`src/rtl/zigbee_tx_pkg.sv`:
```
// Shared transmit-side definitions for the ZigBee chip serializer: default
// geometry, the minimum samples-per-chip and the serializer FSM states.
package zigbee_tx_pkg;

  localparam int NB_P_W   = 6;
  localparam int CHIPS    = 32;
  localparam int NB_P_MIN = 2;

  typedef enum logic {
    IDLE = 1'b0,
    RUN  = 1'b1
  } state_t;

endpackage

```
`src/rtl/tx_sample_counter.sv`:
```
// Per-chip sample counter: latches (clamped) samples-per-chip on load and
// issues registered chip-start and mid-chip strobes, mirroring the RX decision counter.
module tx_sample_counter #(
  parameter int NB_P_W = zigbee_tx_pkg::NB_P_W
) (
  input  logic              i_clk,
  input  logic              i_rst,
  input  logic              i_load,
  input  logic              i_stop,
  input  logic [NB_P_W-1:0] i_nb_p,
  output logic              o_last,
  output logic              o_chip_en,
  output logic              o_mid_en
);
  import zigbee_tx_pkg::*;

  localparam logic [NB_P_W-1:0] ONE     = NB_P_W'(1);
  localparam logic [NB_P_W-1:0] NB_MIN  = NB_P_W'(NB_P_MIN);

  logic [NB_P_W-1:0] nb_q, mid_q, cnt;
  logic [NB_P_W-1:0] nb_eff, mid_eff, cnt_nxt;
  logic              active;

  always_comb begin
    nb_eff  = (i_nb_p < NB_MIN) ? NB_MIN : i_nb_p;
    mid_eff = (nb_eff - ONE) >> 1;
    cnt_nxt = o_last ? '0 : cnt + ONE;
  end

  assign o_last = active && (cnt == nb_q - ONE);

  // Strobes are registered from the next count so they line up with the
  // rail update made on the same edge in the parent.
  always_ff @(posedge i_clk or posedge i_rst) begin
    if (i_rst) begin
      nb_q      <= NB_MIN;
      mid_q     <= '0;
      cnt       <= '0;
      active    <= 1'b0;
      o_chip_en <= 1'b0;
      o_mid_en  <= 1'b0;
    end else if (i_load) begin
      nb_q      <= nb_eff;
      mid_q     <= mid_eff;
      cnt       <= '0;
      active    <= 1'b1;
      o_chip_en <= 1'b1;
      o_mid_en  <= (mid_eff == '0);
    end else if (i_stop) begin
      cnt       <= '0;
      active    <= 1'b0;
      o_chip_en <= 1'b0;
      o_mid_en  <= 1'b0;
    end else if (active) begin
      cnt       <= cnt_nxt;
      o_chip_en <= (cnt_nxt == '0);
      o_mid_en  <= (cnt_nxt == mid_q);
    end else begin
      o_chip_en <= 1'b0;
      o_mid_en  <= 1'b0;
    end
  end
endmodule

```
`src/rtl/tx_chip_serializer.sv`:
```
// O-QPSK chip serializer: takes CHIPS-bit PN symbols and emits offset I/Q chip
// levels, one chip per nb_P samples. Define TX_UNDERRUN_CNT_EN for the underrun counter.
module tx_chip_serializer #(
  parameter int NB_P_W = zigbee_tx_pkg::NB_P_W,
  parameter int CHIPS  = zigbee_tx_pkg::CHIPS
) (
  input  logic              i_clk,
  input  logic              i_rst,
  input  logic [NB_P_W-1:0] i_nb_P,
  input  logic [CHIPS-1:0]  i_sym_chips,
  input  logic              i_sym_valid,
  output logic              o_sym_ready,
  input  logic              i_frame_active,
  output logic              o_chip_i,
  output logic              o_chip_q,
  output logic              o_chip_en,
  output logic              o_mid_en,
  output logic              o_busy,
  output logic              o_underrun,
  output logic [15:0]       o_underrun_cnt
);
  import zigbee_tx_pkg::*;

  localparam int                CIDX_W   = (CHIPS > 1) ? $clog2(CHIPS) : 1;
  localparam logic [CIDX_W-1:0] LAST_IDX = CIDX_W'(CHIPS - 1);

  state_t            state;
  logic [CHIPS-1:0]  chips_q;
  logic [CIDX_W-1:0] chip_idx, idx_nxt;
  logic              last_sample, end_sym, xfer, stop;

  tx_sample_counter #(.NB_P_W(NB_P_W)) u_cnt (
    .i_clk     (i_clk),
    .i_rst     (i_rst),
    .i_load    (xfer),
    .i_stop    (stop),
    .i_nb_p    (i_nb_P),
    .o_last    (last_sample),
    .o_chip_en (o_chip_en),
    .o_mid_en  (o_mid_en)
  );

  assign end_sym     = (state == RUN) && last_sample && (chip_idx == LAST_IDX);
  assign o_sym_ready = (state == IDLE) || end_sym;
  assign xfer        = i_sym_valid && o_sym_ready;
  assign stop        = end_sym && !xfer;
  assign o_underrun  = stop && i_frame_active;
  assign o_busy      = (state == RUN);
  assign idx_nxt     = chip_idx + CIDX_W'(1);

  // NOTE: sequential state uses non-blocking assignments only, so every flop
  // samples pre-edge values regardless of statement order.
  always_ff @(posedge i_clk or posedge i_rst) begin
    if (i_rst) begin
      state    <= IDLE;
      chips_q  <= '0;
      chip_idx <= '0;
      o_chip_i <= 1'b0;
      o_chip_q <= 1'b0;
    end else if (xfer) begin
      state    <= RUN;
      chips_q  <= i_sym_chips;
      chip_idx <= '0;
      o_chip_i <= i_sym_chips[0];
    end else if (state == RUN && last_sample) begin
      if (end_sym) begin
        state <= IDLE;
      end else begin
        chip_idx <= idx_nxt;
        // Even chips ride I, odd chips ride Q; the idle rail holds for the offset.
        if (!idx_nxt[0]) o_chip_i <= chips_q[idx_nxt];
        else             o_chip_q <= chips_q[idx_nxt];
      end
    end
  end

`ifdef TX_UNDERRUN_CNT_EN
  always_ff @(posedge i_clk or posedge i_rst) begin
    if (i_rst)                                  o_underrun_cnt <= '0;
    else if (o_underrun && o_underrun_cnt != 16'hFFFF) o_underrun_cnt <= o_underrun_cnt + 16'd1;
  end
`else
  assign o_underrun_cnt = '0;
`endif
endmodule

```
`config.mk`:
```
export PLATFORM = sky130hd
export DESIGN_NAME = tx_chip_serializer
export DESIGN_NICKNAME = d
export VERILOG_FILES = /design/src/rtl/zigbee_tx_pkg.sv /design/src/rtl/tx_sample_counter.sv /design/src/rtl/tx_chip_serializer.sv
export SDC_FILE = /design/constraint.sdc
export NUM_CORES = 1
export LEC_CHECK = 0
export BUFFER_PORTS_ARGS = -buffer_cell sky130_fd_sc_hd__buf_2
export CAP_MARGIN = 20
export CORE_ASPECT_RATIO = 0.8
export CORE_MARGIN = 5
export CORE_UTILIZATION = 25
export DETAILED_ROUTE_END_ITERATION = 12
export PLACE_DENSITY = 0.52
export SYNTH_ARGS = -nofsm -noshare
export SYNTH_HDL_FRONTEND = slang
export SYNTH_SLANG_ARGS = --single-unit
```
`constraint.sdc`:
```
create_clock -name i_clk -period 7.7 [get_ports i_clk]
set_clock_uncertainty 0.15 [all_clocks]
set_input_delay 0.385 -clock i_clk [delete_from_list [all_inputs] [get_ports i_clk]]
set_output_delay 0.385 -clock i_clk [all_outputs]
set_load 0.05 [all_outputs]
```
**Word-level counts from Yosys, hierarchy flattened**

Index checks and enable logic that the tools add are counted.

- Register bits: 60
- Output and inout port bits: 23
- Logic and storage cells: 68

- $add $sub $neg: 4
- Order comparisons: 2
- Eq/ne operators: 5
- Mux-type cells: 25
- Bitwise operators: 3
- Reductions and logical operators: 18

Operators with widths:

| cell | count |
|---|---|
| 6-bit 2-to-1 mux | 5 |
| 1-bit 2-to-1 mux | 16 |
| 5-bit 2-to-1 mux | 3 |
| 6-bit logical NOT | 2 |
| 6-bit by 1-bit subtractor with 6-bit output, second input constant | 2 |
| 6-bit by 1-bit adder with 6-bit output, second input constant | 1 |
| 6-bit by 5-bit == test with 1-bit output | 1 |
| 6-bit == test | 1 |
| 1-bit logical AND | 6 |
| 5-bit by 6-bit < comparator with 1-bit output, second input constant | 1 |
| 6-bit by 2-bit < comparator with 1-bit output, second input constant | 1 |
| 2-bit nonzero test | 3 |
| 5-bit by 1-bit adder with 5-bit output, second input constant | 1 |
| 1-bit binary-select mux with 5-bit select | 1 |
| 5-bit == test, second input constant | 1 |
| 2-bit by 1-bit inequality test with 1-bit output, second input constant | 2 |
| 2-bit AND reduction | 2 |
| 4-bit AND reduction | 1 |
| 1-bit inverter | 3 |
| 3-bit AND reduction | 1 |
| 3-bit nonzero test | 1 |
| 1-bit logical NOT | 1 |
| 1-bit logical OR | 1 |

**Depth between registers and ports, before layout**

Gate-level depths: netlist (run 1).

- Depth in word-level cells: 11
- Mapped depth: 10
- Gate-level depth less buffers: 9

**Cells and area by module**

From an unflattened synthesis (run 1), not the netlist that was laid out.

- Cell total of the unflattened synthesis: 372
- Area, all modules: 3315.7 µm²

Modules (own cells, without submodules):

| module | times used | cells an instance | area an instance (µm²) | sequential area each (µm²) |
|---|---|---|---|---|
| tx_chip_serializer | 1 | 228 | 2028.2 | 1001.0 |
| tx_sample_counter | 1 | 144 | 1287.5 | 501.7 |

**Worst setup path before layout (run 1)**

No wires, ideal clock.

- Path type: register to register
- Start point: reg u_cnt.nb_q[1]
- End point: reg chips_q[10]
- Setup time: 125 ps
- Arrival time: 2788 ps
- Setup slack: 4636 ps
- Cell stages (with the launch flop): 11
- Buffers on the path: 2
- Cell sequence: dfstp_2 inv_1 ha_1 xnor2_1 nor3_2 o211ai_4 o31ai_4 and2_4 buf_12 buf_12 mux2_4

- Word-level cells in the longest chain between the ends: 7

Ends and longest elaborated chain:

| element | line | RTL |
|---|---|---|
| from (decl) | tx_sample_counter.sv:20 | `logic [NB_P_W-1:0] nb_q, mid_q, cnt;` |
| from (signal assigned) | tx_sample_counter.sv:43 | `nb_q <= nb_eff;` |
| 6-bit by 1-bit subtractor with 6-bit output | tx_sample_counter.sv:30 | `assign o_last = active && (cnt == nb_q - ONE);` |
| 6-bit == test | tx_sample_counter.sv:30 |  |
| 1-bit logical AND | tx_sample_counter.sv:30 |  |
| 1-bit logical AND (2 in series) | tx_chip_serializer.sv:43 | `assign end_sym = (state == RUN) && last_sample && (chip_idx == LAST_IDX);` |
| 1-bit logical OR | tx_chip_serializer.sv:44 | `assign o_sym_ready = (state == IDLE) \|\| end_sym;` |
| via o_sym_ready | tx_chip_serializer.sv:12 | `output logic o_sym_ready,` |
| 1-bit logical AND | tx_chip_serializer.sv:45 | `assign xfer = i_sym_valid && o_sym_ready;` |
| to (signal assigned) | tx_chip_serializer.sv:62 | `chips_q <= i_sym_chips;` |
| to (decl) | tx_chip_serializer.sv:28 | `logic [CHIPS-1:0] chips_q;` |

The timed path passes the listed nets, and every way through them passes these cells.
A chain may end at the register's enable or synchronous reset.

**Final worst setup path (run 1)**

- Start point: reg u_cnt.nb_q[1]
- End point: out o_underrun

- Word-level cells in the longest chain between the ends: 10

Ends and longest elaborated chain:

| element | line | RTL |
|---|---|---|
| 6-bit by 1-bit subtractor with 6-bit output * | tx_sample_counter.sv:30 |  |
| 6-bit == test * | tx_sample_counter.sv:30 |  |
| 1-bit logical AND * | tx_sample_counter.sv:30 |  |
| 1-bit logical AND * (2 in series) | tx_chip_serializer.sv:43 |  |
| 1-bit logical OR | tx_chip_serializer.sv:44 |  |
| 1-bit logical AND | tx_chip_serializer.sv:45 |  |
| 1-bit logical NOT | tx_chip_serializer.sv:46 | `assign stop = end_sym && !xfer;` |
| 1-bit logical AND * | tx_chip_serializer.sv:46 |  |
| 1-bit logical AND * | tx_chip_serializer.sv:47 | `assign o_underrun = stop && i_frame_active;` |
| to (decl) | tx_chip_serializer.sv:19 | `output logic o_underrun,` |

Mark *: on every way between the ends. The rest lies on a longest branch, timed or not.

==> flow_metrics.env, run 1 <==
export IMPL_report_final_slew_viol_count=0
export IMPL_die_w_um=144.1
export IMPL_status="finished clean"
export IMPL_cts_made_buffers=9
export IMPL_start_util_pct=25.32
export IMPL_firstDrtPassIters=4
export IMPL_cp_top_family="simple AND/OR/NAND/NOR gates"
export IMPL_final_cell_mix="59 x dfrtp_1, 48 x buf_2, 32 x mux2_4"
export IMPL_r2r_setup_slack_ns=4.29
export IMPL_power_density_mw_per_mm2=178.5
export IMPL_fin_hold_ws_ns=0.1109
export IMPL_internal_power_mw=0.5697
export IMPL_power_switching_mw=0.1719
export IMPL_vdd_drop_max_mv=0.08347
export IMPL_synth_warnings=0
export IMPL_diodes=0
export IMPL_rr_startpoint="chip_idx[0]$_DFFE_PP0P_"
export IMPL_cts_path_max_buffers=2
export IMPL_syn2layout_area_growth_pct=15.56
export IMPL_crit_required_ns=7.16
export IMPL_grt_pass1_wl_um=12680
export IMPL_yosys_area_share_adder_pct=1.740
export IMPL_synth_mux_area_share_pct=23.22
export IMPL_synth_top_family_by_area="multiplexers"
export IMPL_ant_nets=0
export IMPL_synth_edff_count=0
export IMPL_cts_root_buf="clkbuf_16"
export IMPL_synth_xor_area_share_pct=4.107
export IMPL_fmax_mhz=276.6
export IMPL_coreArea_mm2=0.01420
export IMPL_async_reset_ff_share_pct=100.0
export IMPL_vias=2335
export IMPL_post_cts_buffers=0
export IMPL_yosysSeqAreaShare_pct=41.80
export IMPL_cap_violations=0
export IMPL_synth_main_ff_cell="dfrtp_1"
export IMPL_vias_per_cell=4.439
export IMPL_die_h_um=117.3
export IMPL_cp_num_buf_inv=2
export IMPL_grt_total_usage_pct=9.790
export IMPL_critical_path_class="flop to primary output"
export IMPL_dp_hpwl_um=5763
export IMPL_drive_above_1_share_pct=36.55
export IMPL_critPathMaxFanout=17
export IMPL_cp_end_kind="primary output"
export IMPL_power_frac_seq_pct=42.6
export IMPL_htreeDepth=3
export IMPL_nNetsFinal=384
export IMPL_arrival_ns=3.08
export IMPL_critPathLaunchType="flop"
export IMPL_drt_iter0_drc=117
export IMPL_slew_headroom_pct=47.25
export IMPL_r2r_end="chips_q[13]$_DFFE_PP0N_"
export IMPL_num_fill_cells=1469
export IMPL_cts_tree="built"
export IMPL_p_comb_share_pct=5.8
export IMPL_final_cells=526
export IMPL_r2r_cells=7
export IMPL_synth_distinct_cells=59
export IMPL_clkSinkCount=60
export IMPL_ys_ff_latch=60
export IMPL_synth_simple_gate_area_share_pct=9.781
export IMPL_port_buffers=48
export IMPL_cts_clk_slew_worst_paths_ns=0.05
export IMPL_path_cells="inv_1, ha_1, xnor2_1, a21oi_1, a32o_1, nand2_1, nor2_1, and4_1, buf_2"
export IMPL_grt_overflow=0
export IMPL_syn_inst=291
export IMPL_insertion_delay_ns=0.33
export IMPL_grt_pass1_vias=2375
export IMPL_avgSynthCellArea_um2=12.35
export IMPL_netlist_area_mm2=0.003595
export IMPL_tns_ns=0
export IMPL_critical_path_slowest_cell="dfstp_2"
export IMPL_grt_antenna_before_repair=0
export IMPL_utilization_pct=29.25
export IMPL_dp_cells=510
export IMPL_cts_resized=0
export IMPL_setup_violations_final=0
export IMPL_multi_input_area_mm2=0.001849
export IMPL_io_pins=65
export IMPL_period_needed_ns=3.615
export IMPL_hold_viol_final=0
export IMPL_sw_frac_of_total_pct=23.18
export IMPL_seqCellArea_mm2=0.001503
export IMPL_final_common_cell="dfrtp_1"
export IMPL_power_total_mw=0.7416
export IMPL_rsz0062_at_grt="no"
export IMPL_routed_wl_um=7989
export IMPL_p_leak_nw=1.912
export IMPL_clock_power_share_pct=51.6
export IMPL_num_rows=39
export IMPL_dieArea_mm2=0.01689
export IMPL_slowest_delay_ns=0.55
export IMPL_avgRoutedWirePerCell_um=15.19
export IMPL_worst_pin_slew_ns=0.7886
export IMPL_finalCritPeriodShare_pct=46.95
export IMPL_min_path_type="primary input to asynchronous set/reset pin"
export IMPL_grt_max_degree=61
export IMPL_drc=0
export IMPL_hold_buffers=0
export IMPL_synth_compound_area_share_pct=10.93
export IMPL_gp_congestion=0.7883
==> metal layers <==
metal / global-route usage [%] / share of wire [%]
met4: 3.011 / 1.3
met3: 3.249 / 5.5
met1: 14.11 / 49
met5: 0 / 0
met2: 13.86 / 44
==> tightest hold or removal path, stage by stage <==
cell,delay (ns)
buf_2,0.10
inv_2,0.03
buf_4,0.57
==> through the flow <==
step / worst slack, ns / instance area [um2]
after floorplan: 4.636 / 3651
after detailed placement: 4.285 / 3864
after CTS: 4.069 / 4154
final: 4.085 / 4154
after global placement: 4.376 / 3864
after global routing: 3.852 / 4154
==> power by group through the flow <==
stage                     clock (mW)  combinational, mW  sequential, mW
after floorplan                    0             0.0336           0.321
after global placement             0             0.0433           0.321
after detailed placement           0             0.0437           0.321
after CTS                      0.393             0.0437           0.316
after global routing           0.410             0.0473           0.315
final                          0.383             0.0431           0.316
==> flip-flops by register name (all words and copies together), names as in the netlist, 5 cells and up <==
signal,cells
chip_idx,5
chips_q,32
u_cnt.cnt,6
u_cnt.mid_q,5
u_cnt.nb_q,6
==> cells in the mapped netlist (all sizes together) (2+ instances only) <==
master | instances | area [um2]
xor2 | 8 | 70.07
nand2 | 13 | 51.30
o21ai | 4 | 20.02
a31oi | 3 | 18.77
mux2i | 5 | 50.05
a21o | 2 | 15.01
and2 | 2 | 17.52
mux4 | 8 | 180.2
nor2 | 19 | 71.32
clkbuf | 3 | 11.26
and3 | 2 | 12.51
mux2 | 43 | 604.3
nor3b | 2 | 15.01
nor2b | 3 | 18.77
nand3 | 6 | 30.03
a21oi | 12 | 60.06
inv | 9 | 33.78
nor4 | 2 | 12.51
o211a | 2 | 20.02
dfrtp | 59 | 1476
nor3 | 7 | 40.04
xnor2 | 8 | 77.58
nand2b | 2 | 12.51
o31ai | 3 | 36.28
a22o | 8 | 70.07
buf | 26 | 254.0
ha | 5 | 62.56
nand3b | 2 | 15.01
a22oi | 2 | 15.01
==> final cells by class <==
type / count / area share (%)
multi-input cells: 208 / 44.52
flip-flops and latches: 60 / 36.17
clock buffers: 13 / 6.506
repair buffers: 49 / 5.964
well taps: 184 / 5.542
inverters: 9 / 0.8133
clock inverters: 3 / 0.4819
==> worst max-delay path by stage <==
stage | from | end | cells past startpoint
2_1_floorplan | u_cnt.nb_q[1]$_DFFE_PP1N_ | chips_q[10]$_DFFE_PP0N_ | 10
3_3_place_gp | chip_idx[0]$_DFFE_PP0P_ | u_cnt.mid_q[2]$_DFFE_PP0N_ | 7
3_5_place_dp | chip_idx[0]$_DFFE_PP0P_ | chips_q[13]$_DFFE_PP0N_ | 7
4_1_cts | u_cnt.nb_q[1]$_DFFE_PP1N_ | o_underrun | 9
5_1_grt | u_cnt.nb_q[1]$_DFFE_PP1N_ | o_underrun | 9
6_report | u_cnt.nb_q[1]$_DFFE_PP1N_ | o_underrun | 9
==> kinds of logic after synthesis <==
kind of cell | after synthesis
buf+inv | 38
other cells | 1
mux | 56
flops | 60
compound gates | 48
simple gates | 67
fa+ha+maj | 5
xor+xnor | 16
Power figures use the tool's default switching activity.
==> inputs of run 2 (changes only) <==
ABC_AREA = 1   (was default)
clock period = 3.7 ns   (was 7.7 ns; I/O delays follow)
==> run 2 against run 1 <==
  * Clock-buffer cell count fell by 2
  * Sequential power rose by 110%
  * Non-clock buffer count rose by 36
  * Utilization rose by 4.2 points
  * Worst setup slack got worse by 3.4 ns
  * Hold slack got worse by 0.096 ns
  * First-iteration DRC count rose by 26%
  * Sequential cell count did not move
  * Register-to-register slack got worse by 3.4 ns
  * Synthesized cell count rose by 56%
  * Critical path type unchanged
==> flow_metrics.env, run 2 <==
export IMPL_hp_start="i_nb_P[5]"
export IMPL_cts_path_max_buffers=2
export IMPL_cap_violations=0
export IMPL_grt_pass1_wl_um=15170
export IMPL_vias=3056
export IMPL_r2r_end="o_chip_i$_DFFE_PP0P_"
export IMPL_yosysSeqAreaShare_pct=44.85
export IMPL_largest_reg_flops=32
export IMPL_grt_pass1_vias=3111
export IMPL_crit_required_ns=3.37
export IMPL_syn_inst=454
export IMPL_period_needed_ns=3.027
export IMPL_synth_main_ff_cell="dfrtp_1"
export IMPL_avgSynthCellArea_um2=7.380
export IMPL_routed_wl_um=8863
export IMPL_cts_tree="built"
export IMPL_cts_made_buffers=9
export IMPL_synth_top_cell_by_area="dfrtp_1"
export IMPL_cp_end_kind="primary output"
export IMPL_setup_violations_final=0
export IMPL_synth_top_area_share_pct=44.06
export IMPL_r2r_cells=15
export IMPL_nNetsFinal=581
export IMPL_drt_iter0_drc=147
export IMPL_coreArea_mm2=0.01301
export IMPL_hold_viol_final=0
export IMPL_ant_nets=0
export IMPL_dp_hpwl_um=6329
export IMPL_grt_overflow=0
export IMPL_whs_path_depth=3
export IMPL_synth_edff_count=0
export IMPL_yosysMostFrequentCell="nand2_1"
export IMPL_power_density_mw_per_mm2=386.3
export IMPL_dp_slack_ns=0.9035
export IMPL_vdd_drop_max_mv=0.1905
export IMPL_finalCritPeriodShare_pct=81.80
export IMPL_grt_max_degree=39
export IMPL_dieArea_mm2=0.01583
export IMPL_clkSinkCount=60
export IMPL_syn2layout_area_growth_pct=29.69
export IMPL_p_leak_nw=2.306
export IMPL_drive_above_1_share_pct=15.43
export IMPL_die_w_um=139.4
export IMPL_final_cell_mix="178 x nand2_1, 59 x dfrtp_1, 48 x buf_2"
export IMPL_netlist_top_cells_count="178 x nand2_1, 59 x dfrtp_1, 38 x nor2_1"
export IMPL_setup_slack_ns=0.6733
export IMPL_cts_clk_slew_worst_paths_ns=0.05
export IMPL_drc=0
export IMPL_grt_antenna_before_repair=0
export IMPL_avgRoutedWirePerCell_um=12.43
export IMPL_cts_resized=0
export IMPL_rr_startpoint="u_cnt.nb_q[1]$_DFFE_PP1N_"
export IMPL_gp_congestion=0.8451
export IMPL_netlist_area_mm2=0.003351
export IMPL_hold_buffers=34
export IMPL_synthTopCellsByArea="dfrtp_1 44%, nand2_1 20%, buf_4 4.5%"
export IMPL_regMostFlops="chips_q"
export IMPL_r2r_setup_slack_ns=0.93
export IMPL_vias_per_cell=4.286
export IMPL_grt_total_usage_pct=11.67
export IMPL_final_common_cell="nand2_1"
export IMPL_io_pins=65
export IMPL_slew_headroom_pct=48.88
export IMPL_arrival_ns=2.69
export IMPL_power_total_mw=1.678
export IMPL_start_util_pct=25.76
export IMPL_insertion_delay_ns=0.33
export IMPL_worst_pin_slew_ns=0.7657
export IMPL_fmax_mhz=330.4
export IMPL_port_buffers=48
export IMPL_htreeDepth=3
export IMPL_ys_ff_latch=60
export IMPL_rsz0062_at_grt="no"
export IMPL_cts_root_buf="clkbuf_16"
export IMPL_min_path_type="primary input to flop"
export IMPL_critPathLaunchType="flop"
export IMPL_post_cts_buffers=0
export IMPL_critical_path_class="flop to primary output"
export IMPL_synth_warnings=0
export IMPL_tns_ns=0
export IMPL_firstDrtPassIters=5
export IMPL_async_reset_ff_share_pct=100.0
export IMPL_status="finished clean"
export IMPL_synth_distinct_cells=32
export IMPL_utilization_pct=33.40
export IMPL_critPathMaxFanout=12
export IMPL_report_final_slew_viol_count=0
export IMPL_holdPathEnd="u_cnt.nb_q[5]$_DFFE_PP0N_"
export IMPL_num_rows=37
export IMPL_diodes=0
export IMPL_top_regs="chips_q x32, u_cnt.cnt x6, u_cnt.nb_q x6"
export IMPL_die_h_um=113.6
## run 2: changes by cell type after synthesis, sizes merged, moves of 20 or more
cell,change
nand2,+167
mux2,-43
o21ai,+31
nand3,+20
nor2,+22
inv,+27
## run 2: cells by family after synthesis
logic type / share of synthesized area [%]
AO/OA/AOI/OAI: 9.298
XOR/XNOR: 2.353
adder cells (fa/ha/maj): 1.867
buffers and inverters: 10.53
flip-flops: 44.85
other: 0.1119
AND/OR/NAND/NOR: 30.99
## run 2: worst max-delay path by stage
| stage | depth (start not counted) | from | end | slack (ns) |
|---|---|---|---|---|
| final | 12 | u_cnt.nb_q[1]$_DFFE_PP1N_ | o_underrun | 0.67 |
| after global routing | 12 | u_cnt.nb_q[1]$_DFFE_PP1N_ | o_underrun | 0.35 |
| after CTS | 12 | u_cnt.nb_q[1]$_DFFE_PP1N_ | o_underrun | 0.65 |
| after detailed placement | 14 | u_cnt.nb_q[1]$_DFFE_PP1N_ | o_chip_i$_DFFE_PP0P_ | 0.90 |
| after global placement | 15 | u_cnt.nb_q[1]$_DFFE_PP1N_ | o_chip_i$_DFFE_PP0P_ | 1.03 |
| after floorplan | 11 | u_cnt.nb_q[1]$_DFFE_PP1N_ | o_underrun | 1.14 |
## run 2: critical path: stages, from the launching register on
cell and delay (ns):
dfstp_2 0.52, inv_1 0.06, ha_1 0.28, nand2_1 0.07
inv_1 0.03, nor2_1 0.07, nand3_1 0.08, a21oi_1 0.18
nand2_1 0.28, nor2_2 0.26, nand3_1 0.16, nor2_1 0.11
buf_2 0.26
## run 2: final cells by class
cell class | count | area, um2
inverter | 38 | 143.9
clock inverter | 4 | 72.57
multi-input combinational | 340 | 1551
timing repair buffer | 85 | 603.1
fill | 1362 | 8663
sequential | 60 | 1503
clock buffer | 11 | 252.7
tap | 175 | 219.0
## run 2: stage by stage
| step | cells | hold WS [ns] | area [um2] |
|---|---|---|---|
| 4_1_cts | 713 | 0.01185 | 4345 |
| 2_1_floorplan | 469 | 0.1446 | 3407 |
| 3_5_place_dp | 664 | 0.2323 | 3680 |
| 5_1_grt | 713 | 0.01064 | 4345 |
| 6_report | 713 | 0.01527 | 4345 |
| 3_3_place_gp | 664 | 0.2196 | 3680 |
## run 2: layer usage
layer / track usage [%] / vias up / wire, um
li1: - / 1564 / -
met4: 4.889 / 0 / 104
met3: 1.760 / 5 / 359
met2: 19.03 / 63 / 4049
met1: 15.56 / 1424 / 4349
met5: 0 / - / 0
## run 2: power breakdown
group | leakage, nW | total, mW | internal, mW | switching (mW)
clock | 0.158 | 0.909 | 0.620 | 0.289
combinational | 1.34 | 0.112 | 0.0427 | 0.0694
sequential | 0.809 | 0.657 | 0.657 | 0
total | 2.31 | 1.68 | 1.32 | 0.358
